<file path="src/rtl/ucode_seq.sv">
// Registered micro-op sequencer: decodes opcodes accepted over valid/ready into
// a one-entry micro-op register, expanding multi-byte ALU ops into two steps.
//
// state   | meaning
// IDLE    | no pending step; may accept a new opcode when the output slot frees
// HI_PEND | step0 of a multi-byte ALU op is held; step1 still to load
module ucode_seq #(
  parameter int OPW  = 8,
  parameter int IDXW = 3,
  parameter int DW   = 8
) (
  input  logic            clk,
  input  logic            rst_n,
  input  logic [OPW-1:0]  opcode,
  input  logic [DW-1:0]   w,
  input  logic            carry,
  input  logic            zero,
  input  logic            in_valid,
  output logic            in_ready,
  output logic            uop_valid,
  input  logic            uop_ready,
  output logic            alu_operation,
  output logic            alu_multibyte_result,
  output logic            jump_operation,
  output logic            jump_condition,
  output logic            mov_operation,
  output logic            destination_w,
  output logic            destination_flags,
  output logic            destination_memory,
  output logic            destination_registers,
  output logic            destination_ports,
  output logic [IDXW-1:0] destination_index,
  output logic            ram_operand,
  output logic            duplicate_w,
  output logic [DW-1:0]   uop_w,
  output logic            uop_last,
  output logic            busy
);

  typedef enum logic [0:0] {
    IDLE    = 1'b0,
    HI_PEND = 1'b1
  } state_t;

  typedef struct packed {
    logic            alu;
    logic            alu_mb;
    logic            jmp;
    logic            jmp_cond;
    logic            mov;
    logic            dst_w;
    logic            dst_flags;
    logic            dst_mem;
    logic            dst_regs;
    logic            dst_ports;
    logic [IDXW-1:0] dst_idx;
    logic            ram;
    logic            dup_w;
    logic            last;
  } uop_t;

  state_t          state_q, state_d;
  uop_t            uop_q, uop_d;
  uop_t            dec, step1;
  logic            uop_valid_q, uop_valid_d;
  logic [DW-1:0]   w_q, w_d;
  logic [IDXW-1:0] pend_idx_q, pend_idx_d;

  logic [2:0]      cls;
  logic [1:0]      jcc;
  logic [IDXW-1:0] idx;
  logic            accept;
  logic            consume;

  assign cls = opcode[OPW-1 -: 3];
  assign jcc = opcode[OPW-4 -: 2];
  assign idx = opcode[IDXW-1:0];

  // Opcode to first (or only) micro-op; jump condition is resolved here so the
  // flags sampled at acceptance are the only ones that ever matter.
  always_comb begin
    dec      = '0;
    dec.last = 1'b1;
    case (cls)
      3'b000: begin
      end
      3'b001: begin
        dec.alu       = 1'b1;
        dec.dst_w     = 1'b1;
        dec.dst_flags = 1'b1;
      end
      3'b010: begin
        dec.alu       = 1'b1;
        dec.alu_mb    = 1'b1;
        dec.dst_w     = 1'b1;
        dec.dst_flags = 1'b1;
        dec.last      = 1'b0;
      end
      3'b011: begin
        dec.jmp = 1'b1;
        case (jcc)
          2'b00:   dec.jmp_cond = 1'b1;
          2'b01:   dec.jmp_cond = carry;
          2'b10:   dec.jmp_cond = zero;
          default: dec.jmp_cond = !zero;
        endcase
      end
      3'b100: begin
        dec.mov      = 1'b1;
        dec.dst_regs = 1'b1;
        dec.dst_idx  = idx;
      end
      3'b101: begin
        dec.mov       = 1'b1;
        dec.dst_ports = 1'b1;
        dec.dst_idx   = idx;
      end
      3'b110: begin
        dec.mov   = 1'b1;
        dec.ram   = 1'b1;
        dec.dst_w = 1'b1;
      end
      default: begin
        dec.mov     = 1'b1;
        dec.dup_w   = 1'b1;
        dec.dst_mem = 1'b1;
      end
    endcase
  end

  always_comb begin
    step1          = '0;
    step1.alu      = 1'b1;
    step1.alu_mb   = 1'b1;
    step1.dst_regs = 1'b1;
    step1.dst_idx  = pend_idx_q;
    step1.last     = 1'b1;
  end

  assign in_ready = rst_n && (state_q == IDLE) && (!uop_valid_q || uop_ready);
  assign accept   = in_valid && in_ready;
  assign consume  = uop_valid_q && uop_ready;

  always_comb begin
    state_d     = state_q;
    uop_d       = uop_q;
    uop_valid_d = uop_valid_q;
    w_d         = w_q;
    pend_idx_d  = pend_idx_q;
    case (state_q)
      IDLE: begin
        if (accept) begin
          uop_d       = dec;
          uop_valid_d = 1'b1;
          w_d         = w;
          pend_idx_d  = idx;
          if (cls == 3'b010) begin
            state_d = HI_PEND;
          end
        end else if (consume) begin
          uop_valid_d = 1'b0;
        end
      end
      HI_PEND: begin
        // Step1 reuses the W captured with step0.
        if (consume) begin
          uop_d       = step1;
          uop_valid_d = 1'b1;
          state_d     = IDLE;
        end
      end
      default: begin
        state_d = IDLE;
      end
    endcase
  end

  always_ff @(posedge clk) begin
    if (!rst_n) begin
      state_q     <= IDLE;
      uop_q       <= '0;
      uop_valid_q <= 1'b0;
      w_q         <= '0;
      pend_idx_q  <= '0;
    end else begin
      state_q     <= state_d;
      uop_q       <= uop_d;
      uop_valid_q <= uop_valid_d;
      w_q         <= w_d;
      pend_idx_q  <= pend_idx_d;
    end
  end

  assign uop_valid             = uop_valid_q;
  assign alu_operation         = uop_q.alu;
  assign alu_multibyte_result  = uop_q.alu_mb;
  assign jump_operation        = uop_q.jmp;
  assign jump_condition        = uop_q.jmp_cond;
  assign mov_operation         = uop_q.mov;
  assign destination_w         = uop_q.dst_w;
  assign destination_flags     = uop_q.dst_flags;
  assign destination_memory    = uop_q.dst_mem;
  assign destination_registers = uop_q.dst_regs;
  assign destination_ports     = uop_q.dst_ports;
  assign destination_index     = uop_q.dst_idx;
  assign ram_operand           = uop_q.ram;
  assign duplicate_w           = uop_q.dup_w;
  assign uop_last              = uop_q.last;
  assign uop_w                 = w_q;
  assign busy                  = (state_q == HI_PEND);

endmodule

</file>
<file path="config.mk">
export PLATFORM = sky130hd
export DESIGN_NAME = ucode_seq
export DESIGN_NICKNAME = d
export VERILOG_FILES = /design/src/rtl/ucode_seq.sv
export SDC_FILE = /design/constraint.sdc
export NUM_CORES = 1
export LEC_CHECK = 0
export CAP_MARGIN = 10
export CORE_MARGIN = 10
export CORE_UTILIZATION = 30
export CTS_CLUSTER_DIAMETER = 30
export DETAILED_ROUTE_END_ITERATION = 10
export GPL_TIMING_DRIVEN = 0
export RECOVER_POWER = 100
export SLEW_MARGIN = 20
export SYNTH_ARGS = -nofsm -noshare
export SYNTH_HDL_FRONTEND = slang
export SYNTH_SLANG_ARGS = --single-unit
</file>
<file path="constraint.sdc">
create_clock -name clk -period 3.03 [get_ports clk]
set_clock_uncertainty 0.1 [all_clocks]
set_input_delay 0.4545 -clock clk [delete_from_list [all_inputs] [get_ports clk]]
set_output_delay 0.4545 -clock clk [all_outputs]
set_load 0.03 [all_outputs]
</file>
==> impl_metrics.json <==
{
  "clk_latency_ns": 0.28,
  "p_int_uw": 634.9,
  "synthDistinctLibCells": 33,
  "timing.rr.start": "uop_valid",
  "syn_area_sq_mm": 0.001192,
  "sw_frac_of_total_pct": 25.04,
  "worst-setup-path-type": "primary input to primary output",
  "cts_tree": "yes",
  "core.rowCount": 22,
  "synth-xor-area-share_pct": 0.7345,
  "globalplace.congestion": 0.8090,
  "synthArstFlopShare_pct": 0,
  "ys.flop_type": "dfxtp_1",
  "setup_viol": 0,
  "fmax_mhz": 350.7,
  "wire_per_inst_um": 14.49,
  "p_switching_uw": 212.1,
  "pre_cts_ws_ns": 0.2073,
  "vias_per_cell": 4.783,
  "ys_warn_count": 0,
  "cts_hold_buf": 0,
  "max_stage_delay_ns": 0.71,
  "fin_nets": 210,
  "fin_ws_ns": 0.1783,
  "drc": 0,
  "core_sq_mm": 0.003744,
  "synth_top_family_by_area": "compound AO/OA/AOI/OAI gates",
  "p_clk_share_pct": 34.8,
  "crit_top_cell": "clkdlybuf4s50_1",
  "pwr-share-comb_pct": 18.6,
  "pin_count": 49,
  "tns_ns": 0,
  "path_delay_family": "buffers and inverters",
  "critPathRequiredTime_ns": 2.48,
  "peakVddDrop_uv": 352.7,
  "root_buffer": "clkbuf_8",
  "cp_num_buf_inv": 3,
  "powerDensity_mw_per_mm2": 471.7,
  "final.period_utilization_pct": 94.12,
  "first_pass_iters": 4,
  "h-tree-depth": 1,
  "worst_slew_pin_slew_ns": 0.4917,
  "ys_ff_latch": 28,
  "ant_nets": 0,
  "numCtsBuffers": 3,
  "numPortBuffers": 48,
  "period_needed_ns": 2.852,
  "drtIter0Drc": 42,
  "synth_area_per_cell_sq_um": 8.833,
  "rsz0062_at_grt": "false",
  "grt_pass1_vias": 1180,
  "yosys.area_share.simple_pct": 23.08,
  "die_w_um": 83.05,
  "synthAdderAreaFrac_pct": 0,
  "slowest_stage": "clkdlybuf4s50_1",
  "grt_pass1_wl_um": 5706,
  "place_hpwl_um": 2674,
  "drive_gt1_share_pct": 4.278,
  "clk_pin_slew_worst_paths_ns": 0.10,
  "hold_viol_final": 0,
  "worstPathMaxFanout": 10,
  "cts_resized": 0,
  "power_frac_seq_pct": 46.6,
  "startpoint": "rst_n",
  "maxCapViolations": 0,
  "synth_compound_area_share_pct": 24.34,
  "max_slew_margin_pct": 67.22,
  "min_from": "ram_operand",
  "status": "completed",
  "areaGrowthSynthToFinish_pct": 50.58,
  "routed_wl_um": 3405,
  "power_uw": 846.9,
  "yosys-mux-area-fraction_pct": 0,
  "syn_nets": 157,
  "worst_setup_path_start_kind": "primary input",
  "clock_path_buffers": 2,
  "grt_start_max_net_pins": 17,
  "clock-sinks": 28,
  "cts_setup_buffers": 0,
  "antennaDiodeCount": 0,
  "hp-class": "flop to flop",
  "antenna_found_initial": 0,
  "grt_overflow": 0,
  "endpoint_kind": "primary output",
  "arrival_ns": 2.30,
  "crit_chain": "clkdlybuf4s50_1 > clkbuf_1 > nor3b_1 > clkdlybuf4s50_1",
  "synth_cells": 135,
  "die_h_um": 83.05,
  "via_count": 1124,
  "initial_core_util_pct": 31.85,
  "seq_area_frac_synth_pct": 47.01,
  "dieArea_sq_mm": 0.006896,
  "synth-edff-count": 0,
  "grt_usage_pct": 9.533,
  "slew_viol_final": 0,
  "leakagePower_nw": 0.7382
}
layer usage:
layer	global-route usage, %	share of wire (%)	vias up
li1	-	-	569
met5	0	0	-
met4	1.692	0.29	0
met2	16.62	50	23
met3	3.418	5.5	2
met1	10.91	44	530
logic make-up after synthesis:
| logic type | count (synthesis) |
|---|---|
| AOI/OAI and AO/OA | 38 |
| DFF | 28 |
| xor gates and xnor gates | 1 |
| buffers and inverters | 12 |
| and+or+nand+nor | 56 |
cells in the mapped netlist (2+ instances only):
cell type | instances | area [sq um]
nor2b_1 | 4 | 25.02
o21ai_0 | 3 | 15.01
o211ai_1 | 3 | 22.52
o221a_2 | 2 | 22.52
a21oi_1 | 3 | 15.01
dfxtp_1 | 28 | 560.5
nand2_1 | 38 | 142.6
inv_1 | 2 | 7.510
a22oi_1 | 2 | 15.01
a21boi_0 | 16 | 120.1
nor3b_1 | 2 | 15.01
nand2b_1 | 2 | 12.51
clkbuf_1 | 7 | 26.28
o211a_1 | 4 | 40.04
power by group through the flow:
stage          Combinational [mW]  Clock (mW)  Sequential, mW
2_1_floorplan              0.0549           0           0.434
3_3_place_gp                0.165           0           0.403
3_5_place_dp                0.166           0           0.404
4_1_cts                     0.167       0.303           0.395
5_1_grt                     0.171       0.321           0.397
6_report                    0.158       0.295           0.394
worst reg2reg max path, delay by kind of cell (launching register included):
family	cells	cell delay, ns
AOI/OAI and AO/OA	1	0.14
DFF	1	0.34
and+or+nand+nor	3	0.56
buffers and inverters	2	0.73
cell usage in the layout, fill, tap and decap left out, drive strengths merged, types with 2 or more instances in the layout:
cell type | Yosys | final
o21ai | 3 | 3
a21boi | 17 | 17
a22oi | 2 | 2
dlygate4sd3 | 0 | 27
inv | 2 | 2
nor2b | 5 | 5
a21oi | 3 | 3
o211a | 4 | 4
o221a | 2 | 2
nand2 | 38 | 38
clkbuf | 7 | 11
dfxtp | 28 | 28
buf | 3 | 2
nand2b | 2 | 2
nor3b | 2 | 2
clkdlybuf4s50 | 0 | 21
o211ai | 3 | 3
cell type report:
cell class	instances	area (sq um)
buffer	10	48.80
clock buffer	3	41.29
clock inverter	1	30.03
fill	374	1948
inverter	2	7.507
multi-input combinational	95	566.8
sequential	28	560.5
tap	48	60.06
timing repair buffer	48	480.5
through the flow:
stage,hold WS [ns],utilization [%],instance area [sq um],std cells
2_1_floorplan,0.3437,-,1192,135
3_3_place_gp,0.3488,46.29,1733,231
3_5_place_dp,0.3493,46.29,1733,231
4_1_cts,0.3623,48.20,1804,235
5_1_grt,0.3996,47.96,1795,235
6_report,0.3654,47.96,1795,235
sequential cells by signal, indices dropped and copies added (netlist names):
name	cells
destination_w	1
destination_flags	1
alu_operation	1
jump_condition	1
mov_operation	1
destination_memory	1
uop_valid	1
destination_registers	1
uop_last	1
jump_operation	1
ram_operand	1
destination_index	3
destination_ports	1
uop_w	8
pend_idx_q	3
alu_multibyte_result	1
busy	1
worst paths after layout:
path / endpoint / slack (ns) / depth (start not counted)
hold / removal: ram_operand / 0.37 / 2
hold reg to reg: ram_operand / 0.37 / 2
setup / recovery: in_ready / 0.18 / 4
setup reg to reg: uop_last / 1.06 / 6
Note: power is estimated with default switching activity, not from simulation.
